[src/rtl/venom_rom_arbiter.sv]
// Round-robin arbiter sharing one single-port sprite ROM; a tag pipeline returns each read to its
// requester ROM_LAT+1 cycles after grant. Define VENOM_ARB_FIXED0_EN to give requester 0 absolute priority.
module venom_rom_arbiter #(
   parameter int N_REQ   = 4,
   parameter int ADDR_W  = 6,
   parameter int DATA_W  = 3,
   parameter int ROM_LAT = 1
) (
   input  logic                    vga_clk,
   input  logic                    reset_n,
   input  logic [N_REQ-1:0]        req,
   input  logic [N_REQ*ADDR_W-1:0] req_addr,
   output logic [N_REQ-1:0]        gnt,
   output logic [ADDR_W-1:0]       rom_address,
   input  logic [DATA_W-1:0]       rom_q,
   output logic [N_REQ-1:0]        rsp_valid,
   output logic [DATA_W-1:0]       rsp_data,
   output logic                    busy
);
   localparam int IDX_W = $clog2(N_REQ);
   localparam int CW    = IDX_W + 1;
   typedef logic [IDX_W-1:0] idx_t;
   typedef logic [CW-1:0]    cand_t;

`ifdef VENOM_ARB_FIXED0_EN
   localparam idx_t PTR_RST = idx_t'(1);
`else
   localparam idx_t PTR_RST = '0;
`endif

   idx_t                r_rr_ptr;
   logic [ROM_LAT-1:0]  r_tag_vld;
   idx_t                r_tag_idx [ROM_LAT];

   logic                w_any;
   idx_t                w_idx;
   cand_t               w_cand;
   logic [ADDR_W-1:0]   w_addr;
   logic [N_REQ-1:0]    w_gnt;
   logic [N_REQ-1:0]    w_rsp_onehot;

   // Search upward from r_rr_ptr; the first active request wins
   always_comb begin
      w_any  = 1'b0;
      w_idx  = '0;
      w_cand = '0;
`ifdef VENOM_ARB_FIXED0_EN
      if (req[0]) begin
         w_any = 1'b1;
      end else begin
         for (int i = 0; i < N_REQ - 1; i++) begin
            w_cand = {1'b0, r_rr_ptr} + cand_t'(i);
            if (w_cand >= cand_t'(N_REQ)) w_cand = w_cand - cand_t'(N_REQ - 1);
            if (!w_any && req[w_cand[IDX_W-1:0]]) begin
               w_any = 1'b1;
               w_idx = w_cand[IDX_W-1:0];
            end
         end
      end
`else
      for (int i = 0; i < N_REQ; i++) begin
         w_cand = {1'b0, r_rr_ptr} + cand_t'(i);
         if (w_cand >= cand_t'(N_REQ)) w_cand = w_cand - cand_t'(N_REQ);
         if (!w_any && req[w_cand[IDX_W-1:0]]) begin
            w_any = 1'b1;
            w_idx = w_cand[IDX_W-1:0];
         end
      end
`endif
   end

   always_comb begin
      w_gnt        = '0;
      w_addr       = '0;
      w_rsp_onehot = '0;
      for (int k = 0; k < N_REQ; k++) begin
         if (w_any && w_idx == idx_t'(k)) begin
            w_gnt[k] = 1'b1;
            w_addr   = req_addr[k*ADDR_W +: ADDR_W];
         end
         if (r_tag_vld[ROM_LAT-1] && r_tag_idx[ROM_LAT-1] == idx_t'(k)) w_rsp_onehot[k] = 1'b1;
      end
   end

   // Grant is withheld while reset is held so no requester believes it was served
   assign gnt  = reset_n ? w_gnt : '0;
   assign busy = |r_tag_vld;

   always_ff @(posedge vga_clk or negedge reset_n) begin
      if (!reset_n) begin
         r_rr_ptr    <= PTR_RST;
         rom_address <= '0;
         r_tag_vld   <= '0;
         rsp_valid   <= '0;
         rsp_data    <= '0;
         for (int i = 0; i < ROM_LAT; i++) r_tag_idx[i] <= '0;
      end else begin
         if (w_any) begin
            rom_address <= w_addr;
`ifdef VENOM_ARB_FIXED0_EN
            if (w_idx != '0)
               r_rr_ptr <= (w_idx == idx_t'(N_REQ - 1)) ? idx_t'(1) : w_idx + 1'b1;
`else
            r_rr_ptr <= (w_idx == idx_t'(N_REQ - 1)) ? '0 : w_idx + 1'b1;
`endif
         end
         r_tag_vld[0] <= w_any;
         r_tag_idx[0] <= w_idx;
         for (int i = 1; i < ROM_LAT; i++) begin
            r_tag_vld[i] <= r_tag_vld[i-1];
            r_tag_idx[i] <= r_tag_idx[i-1];
         end
         // The response register acts as the final tag stage, capturing rom_q as it becomes valid
         rsp_valid <= w_rsp_onehot;
         if (r_tag_vld[ROM_LAT-1]) rsp_data <= rom_q;
      end
   end
endmodule

[config.mk]
export PLATFORM = sky130hd
export DESIGN_NAME = venom_rom_arbiter
export DESIGN_NICKNAME = d
export VERILOG_FILES = /design/src/rtl/venom_rom_arbiter.sv
export SDC_FILE = /design/constraint.sdc
export NUM_CORES = 1
export LEC_CHECK = 0
export CAP_MARGIN = 20
export CORE_MARGIN = 8
export CORE_UTILIZATION = 39
export CTS_CLUSTER_SIZE = 25
export DETAILED_ROUTE_END_ITERATION = 16
export PLACE_DENSITY = 0.78
export SLEW_MARGIN = 20
export SYNTH_ARGS = -nofsm -noshare
export SYNTH_HDL_FRONTEND = slang
export SYNTH_SLANG_ARGS = --single-unit
[constraint.sdc]
create_clock -name vga_clk -period 3.8 [get_ports vga_clk]
set_clock_uncertainty 0.2 [all_clocks]
set_input_delay 0.76 -clock vga_clk [delete_from_list [all_inputs] [get_ports vga_clk]]
set_output_delay 0.76 -clock vga_clk [all_outputs]
set_load 0.005 [all_outputs]
==> results of run 1 <==
-- routing by layer --
metal / wire, um / vias up
met2: 1660 / 32
met4: 29 / 0
met5: 0 / -
li1: - / 483
met1: 1300 / 477
met3: 114 / 4
-- cell type report --
type	instances	share of cell area (%)
Tap cell	30	2.23
Timing Repair Buffer	64	36.4
Inverter	6	1.34
Sequential cell	18	26.7
Clock buffer	4	2.15
Multi-Input combinational cell	69	31.2
-- worst max-delay path, delay by kind of cell --
family          cells  cell delay [ns]
compound gates      1             0.23
simple gates        2             0.61
fa+ha+maj           1             0.19
buf+inv             2             0.93
-- Yosys cell counts --
master,n,area share [%]
nand2b_1,2,1.3
nand2_1,15,5.7
o2111a_1,1,1.1
nor2_1,2,0.75
and3_1,5,3.1
a221o_1,1,1.0
o21ai_0,1,0.50
mux2_4,1,1.5
a21o_1,1,0.75
buf_2,1,0.50
buf_6,1,1.1
ha_1,4,5.0
nor3b_1,1,0.75
dfrtp_1,18,45
inv_1,6,2.3
or4_4,1,1.1
and3b_1,1,0.88
mux2i_1,1,1.0
nand3_1,1,0.50
clkbuf_1,3,1.1
a221oi_1,7,6.2
o2111ai_1,1,0.88
a21oi_1,6,3.0
o22a_1,6,5.3
mux2_2,3,3.4
nand3b_1,8,6.0
-- cells by family after synthesis --
| kind of cell | after synthesis |
|---|---|
| adder cells (fa/ha/maj) | 4 |
| AO/OA/AOI/OAI | 24 |
| buffers and inverters | 11 |
| flip-flops | 18 |
| AND/OR/NAND/NOR | 36 |
| multiplexers | 5 |
-- sequential cells by signal (all words and copies together) (netlist names) --
register     flops
busy             1
r_rr_ptr         2
r_tag_idx        2
rom_address      6
rsp_data         3
rsp_valid        4
-- metrics by stage --
stage                     hold slack [ns]  power (W)  cell area, um^2  util (%)
final                               0.292   0.000995             1690      68.7
after global routing                0.309    0.00107             1690      68.7
after CTS                           0.290   0.000981             1650      67.3
after detailed placement            0.276   0.000842             1600      65.0
after global placement              0.246   0.000819             1600      65.0
after floorplan                     0.228   0.000579              996         -
-- report_power, final --
part,switching (W),internal (W)
registers,0.0000561,0.000264
logic,0.000223,0.000329
clock network,0.0000653,0.0000584
-- repair_timing --
item / CTS / global route
endpoints found under the setup margin: 4 / 3
resized for setup: 3 / 9
hold buffers: 0 / 0
pin swaps: 2 / 1
setup buffers: 2 / 0
-- worst max-delay path by stage --
stage            from  endpoint  slack, ns
2_1_floorplan  req[0]    gnt[2]       0.45
3_3_place_gp   req[0]    gnt[2]      -0.02
3_5_place_dp   req[0]    gnt[2]      -0.05
4_1_cts        req[3]    gnt[2]      -0.01
5_1_grt        req[0]    gnt[2]       0.02
6_report       req[0]    gnt[2]       0.11
==> flow_summary_export.csv, run 1 <==
group,metric,value,unit
status,run_status,"finished clean",
floorplanning,ios,51,
logic_synthesis,synth_seq_cells,18,
setup_path,reg2regPathDepth,8,
place,pre_cts_ws,-0.0535,ns
pwr,leakagePower,0.809,nW
setup_path,endpoint_kind,"output pin",
logic_synthesis,synthCells,98,
clocking,clockRootBuffer,"clkbuf_4",
global_routing,grt_pass1_vias,1005,
timing,max_freq,0.271,GHz
floorplanning,die_h,66.5,um
routing,remaining_drc_errors,0,
cells_and_area,drive_above_1_share,16.8,%
logic_synthesis,syn_avg_cell_area,10.2,um^2
setup_path,slowest_delay,0.51,ns
floorplanning,dieArea,4430,um^2
routing,ant_nets,0,
global_routing,antenna_found_initial,0,
place,placed_cells,185,
cells_and_area,area_growth,69.2,%
place,io_buffers,50,
worst_hold_path,whs_endpoint,"rsp_valid[2]",
floorplanning,die_w,66.5,um
logic_synthesis,synth_cell_types,26,
cells_and_area,instances_no_fill,191,
timing,hold_viol,0,
timing,post-route-period-util,97.0,%
setup_path,rr_startpoint,"r_rr_ptr[0]",
cells_and_area,seqCellArea,450,um^2
setup_path,cp.arrival,2.73,ns
setup_path,r2r_setup_slack,1.44,ns
global_routing,grt_use_met3,1.85,%
timing,setup_viol,0,
global_routing,top_usage_layer,"met2",
setup_path,cp.required,2.84,ns
cells_and_area,n_fill_cell,188,
logic_synthesis,yosys.area_share.simple,20.1,%
clocking,cts_tree,"yes",
logic_synthesis,synth-compound-area-share,18.7,%
pwr,irDropWorstVdd,0.420,mV
place,dp_hpwl,2480,um
logic_synthesis,synth_nets,135,
clocking,h-tree-depth,1,
global_routing,grt_pass1_wl,4970,um
logic_synthesis,synth-xor-area-share,0,%
routing,vias_per_cell,5.21,
clocking,clk_path_buf_depth,2,
logic_synthesis,synth_top_family_by_area,"simple AND/OR/NAND/NOR gates",
timing,min_period,3.69,ns
timing,tightest_slew,0.456,ns
timing,layout_setup_ws,0.113,ns
cells_and_area,multiInputGateArea,526,um^2
worst_hold_path,whs_path_depth,1,
setup_path,slowest_stage,"clkdlybuf4s50_1",
global_routing,grt.met1_usage,17.8,%
place,place_congestion,0.890,
global_routing,use_met2,24.1,%
global_routing,grt_start_max_net_pins,13,
global_routing,grt_use_total,14.1,%
clocking,path_clk_slew,0.11,ns
clocking,clock_latency,0.30,ns
logic_synthesis,synth.yosys.seq_area_share,45.2,%
setup_path,crit_path_max_fanout,4,
clocking,cts_made_buffers,3,
global_routing,overflow,0,
clocking,numClockSinks,18,
routing,drt_wl_total,3100,um
routing,avgRoutedWirePerCell,16.2,um
logic_synthesis,netlist_area,996,um^2
flow_run,drv_cap,0,
logic_synthesis,synth.mux.area_fraction,5.90,%
timing,report.final.slew_viol_count,0,
timing,relSlewSlack,69.5,%
cells_and_area,layout.nets,199,
floorplanning,start_util,40.6,%
setup_path,r2r_end,"rom_address[5]",
routing,dr_total_vias,996,
setup_path,cp-start-kind,"input pin",
timing,setup_tns,0,ns
setup_path,path_cells,"clkdlybuf4s50_1 > or4_4 > o2111ai_4 > ha_1 > and3_1 > clkdlybuf4s50_1",
logic_synthesis,ys_warn_count,0,
pwr,power_per_cell_area,590,nW/um^2
floorplanning,rows,18,
routing,first_pass_iters,4,
worst_hold_path,hold_path_class,"reg -> reg",
worst_hold_path,hp-start,"r_tag_idx[0]",
floorplanning,core_area,2450,um^2
setup_path,cpMostUsedCell,"clkdlybuf4s50_1",
setup_path,path_class,"in -> out",
logic_synthesis,synthAdderAreaFrac,5.03,%
cells_and_area,diodes,0,
routing,drtIter0Drc,37,
cells_and_area,final_common_cell,"clkdlybuf4s50_1",
cells_and_area,mostFrequentLayoutCells,"44 x clkdlybuf4s50_1, 18 x dfrtp_1, 15 x nand2_1",
timing,rsz0062_at_grt,"no",
Note: power is estimated with default switching activity, not from simulation.
==> inputs of run 2 (changes only) <==
- CORE_UTILIZATION: 39 -> 50
- DONT_BUFFER_PORTS: unset -> 1
- HOLD_SLACK_MARGIN: unset -> 0.06
- PLACE_DENSITY: 0.78 -> 0.64
==> run 2 against run 1 <==
  * Final cell count fell by 34%
  * Flip-flop and latch count is the same
  * Critical path depth shrank 2
  * Clock power down 4%
  * Worst setup slack better by 0.37 ns
  * Die area shrank 17%
  * Register-to-register slack got worse by 0.07 ns
  * Global-route usage down 1.6 points
  * Via count down 22%
  * Maximum frequency up 11%
  * Utilization fell by 14 points
  * Critical path type unchanged
  * Largest cell class is now multi-input gates
==> flow_summary_export.csv, run 2 (synthesized netlist as in run 1, its figures left out) <==
group,metric,value,unit
cells_and_area,area_growth,6.03,%
clocking,clockRootBuffer,"clkbuf_4",
routing,ant_nets,0,
place,place_area,1010,um^2
setup_path,worstSetupPathDepth,4,
clocking,clock_latency,0.30,ns
routing,first_pass_iters,4,
status,run_status,"finished clean",
clocking,clk_path_buf_depth,2,
timing,hold_viol,0,
global_routing,grt_start_max_net_pins,21,
cells_and_area,reg_top3,"rom_address x6, rsp_valid x4, rsp_data x3",
global_routing,overflow,0,
clocking,path_clk_slew,0.11,ns
floorplanning,rows,16,
place,io_buffers,0,
cells_and_area,layout.nets,137,
timing,max_freq,0.302,GHz
clocking,cts_made_buffers,3,
pwr,irDropWorstVdd,0.374,mV
routing,drt_wl_total,2370,um
setup_path,cp-start-kind,"input pin",
setup_path,r2r_setup_slack,1.37,ns
setup_path,cp.required,2.84,ns
pwr,leakagePower,0.502,nW
setup_path,crit_path_max_fanout,20,
clocking,numClockSinks,18,
timing,setup_viol,0,
pwr,power_per_cell_area,726,nW/um^2
global_routing,grt_use_total,12.5,%
cells_and_area,regMostFlops,"rom_address",
timing,holdWs,0.278,ns
floorplanning,start_util,51.8,%
clocking,postCtsSetupBuffers,0,
place,place_congestion,0.739,
cells_and_area,mostFrequentLayoutCells,"18 x dfrtp_1, 15 x nand2_1, 8 x nand3b_1",
place,pre_cts_ws,0.493,ns
setup_path,slowest_stage,"or4_4",
setup_path,slowest_delay,0.65,ns
global_routing,antenna_found_initial,0,
clocking,h-tree-depth,1,
routing,remaining_drc_errors,0,
setup_path,endpoint_kind,"output pin",
setup_path,cp.arrival,2.35,ns
timing,tightest_slew,0.797,ns
cells_and_area,final_common_cell,"dfrtp_1",
flow_run,drv_cap,0,
timing,report.final.slew_viol_count,0,
setup_path,reg2regPathDepth,8,
global_routing,top_usage_layer,"met2",
global_routing,grt_pass1_vias,773,
timing,rsz0062_at_grt,"no",
pwr,finalPower,0.000766,W
floorplanning,die_h,60.6,um
timing,post-route-period-util,87.2,%
routing,avgRoutedWirePerCell,18.8,um
timing,min_period,3.31,ns
worst_hold_path,whs_path_depth,1,
global_routing,grt.met1_usage,12.8,%
global_routing,grt_pass1_wl,3480,um
floorplanning,ios,51,
floorplanning,core_area,1920,um^2
routing,dr_total_vias,781,
place,dp_hpwl,1820,um
timing,setup_tns,0,ns
cells_and_area,diodes,0,
setup_path,cp_top_family,"simple AND/OR/NAND/NOR gates",
global_routing,use_met2,21.1,%
cells_and_area,largest_reg_flops,6,
routing,vias_per_cell,6.20,
clocking,cts_tree,"yes",
setup_path,path_buf_inv,0,
cells_and_area,drive_above_1_share,10.1,%
setup_path,path_class,"in -> out",
worst_hold_path,hold_path_class,"reg -> reg",
timing,layout_setup_ws,0.487,ns
setup_path,path_cells,"or4_4 > o2111a_1 > ha_1 > and3_1",
routing,drtIter0Drc,31,
cells_and_area,fin_area,1060,um^2
timing,relSlewSlack,46.7,%
global_routing,grt_use_met3,5.93,%
floorplanning,die_w,60.6,um
floorplanning,dieArea,3680,um^2
[run 2: timing repair]
item / 4_1_cts / 5_1_grt
resized for setup: 0 / 0
hold buffers: 1 / 0
endpoints found under the hold margin: 18 / 0
[run 2: metal layers]
metal	vias to the layer above	wire, um
li1	361	-
met1	379	883
met2	37	1110
met3	4	357
met4	0	23
met5	-	0
[run 2: path summary, 6_finish.rpt]
path | endpoint | start
worst max-delay path | gnt[3] | req[0]
worst min-delay path | rsp_valid[2] | r_tag_idx[0]
worst max register to register | rom_address[5] | r_rr_ptr[0]
worst min register to register | rsp_valid[2] | r_tag_idx[0]
max in group asynchronous | rsp_data[0] | reset_n
min in group asynchronous | r_tag_idx[0] | reset_n
[run 2: report_power, final]
part           leakage [nW]  internal (W)  switching (W)
logic                 0.265      0.000161       0.000158
clock network        0.0210     0.0000584      0.0000604
registers             0.217      0.000265      0.0000640
[run 2: through the flow]
stage,utilization (%),cells
floorplan,-,98
global placement,52.5,121
detailed placement,52.5,121
CTS,54.9,126
global route,54.9,126
finish,54.9,126
[run 2: layout make-up]
type                       instances  area (um^2)
multi-input combinational         69          495
fill                             186          866
inverter                           6         22.5
clock buffer                       4         36.3
sequential                        18          450
timing repair buffer               2         17.5
tap                               27         33.8
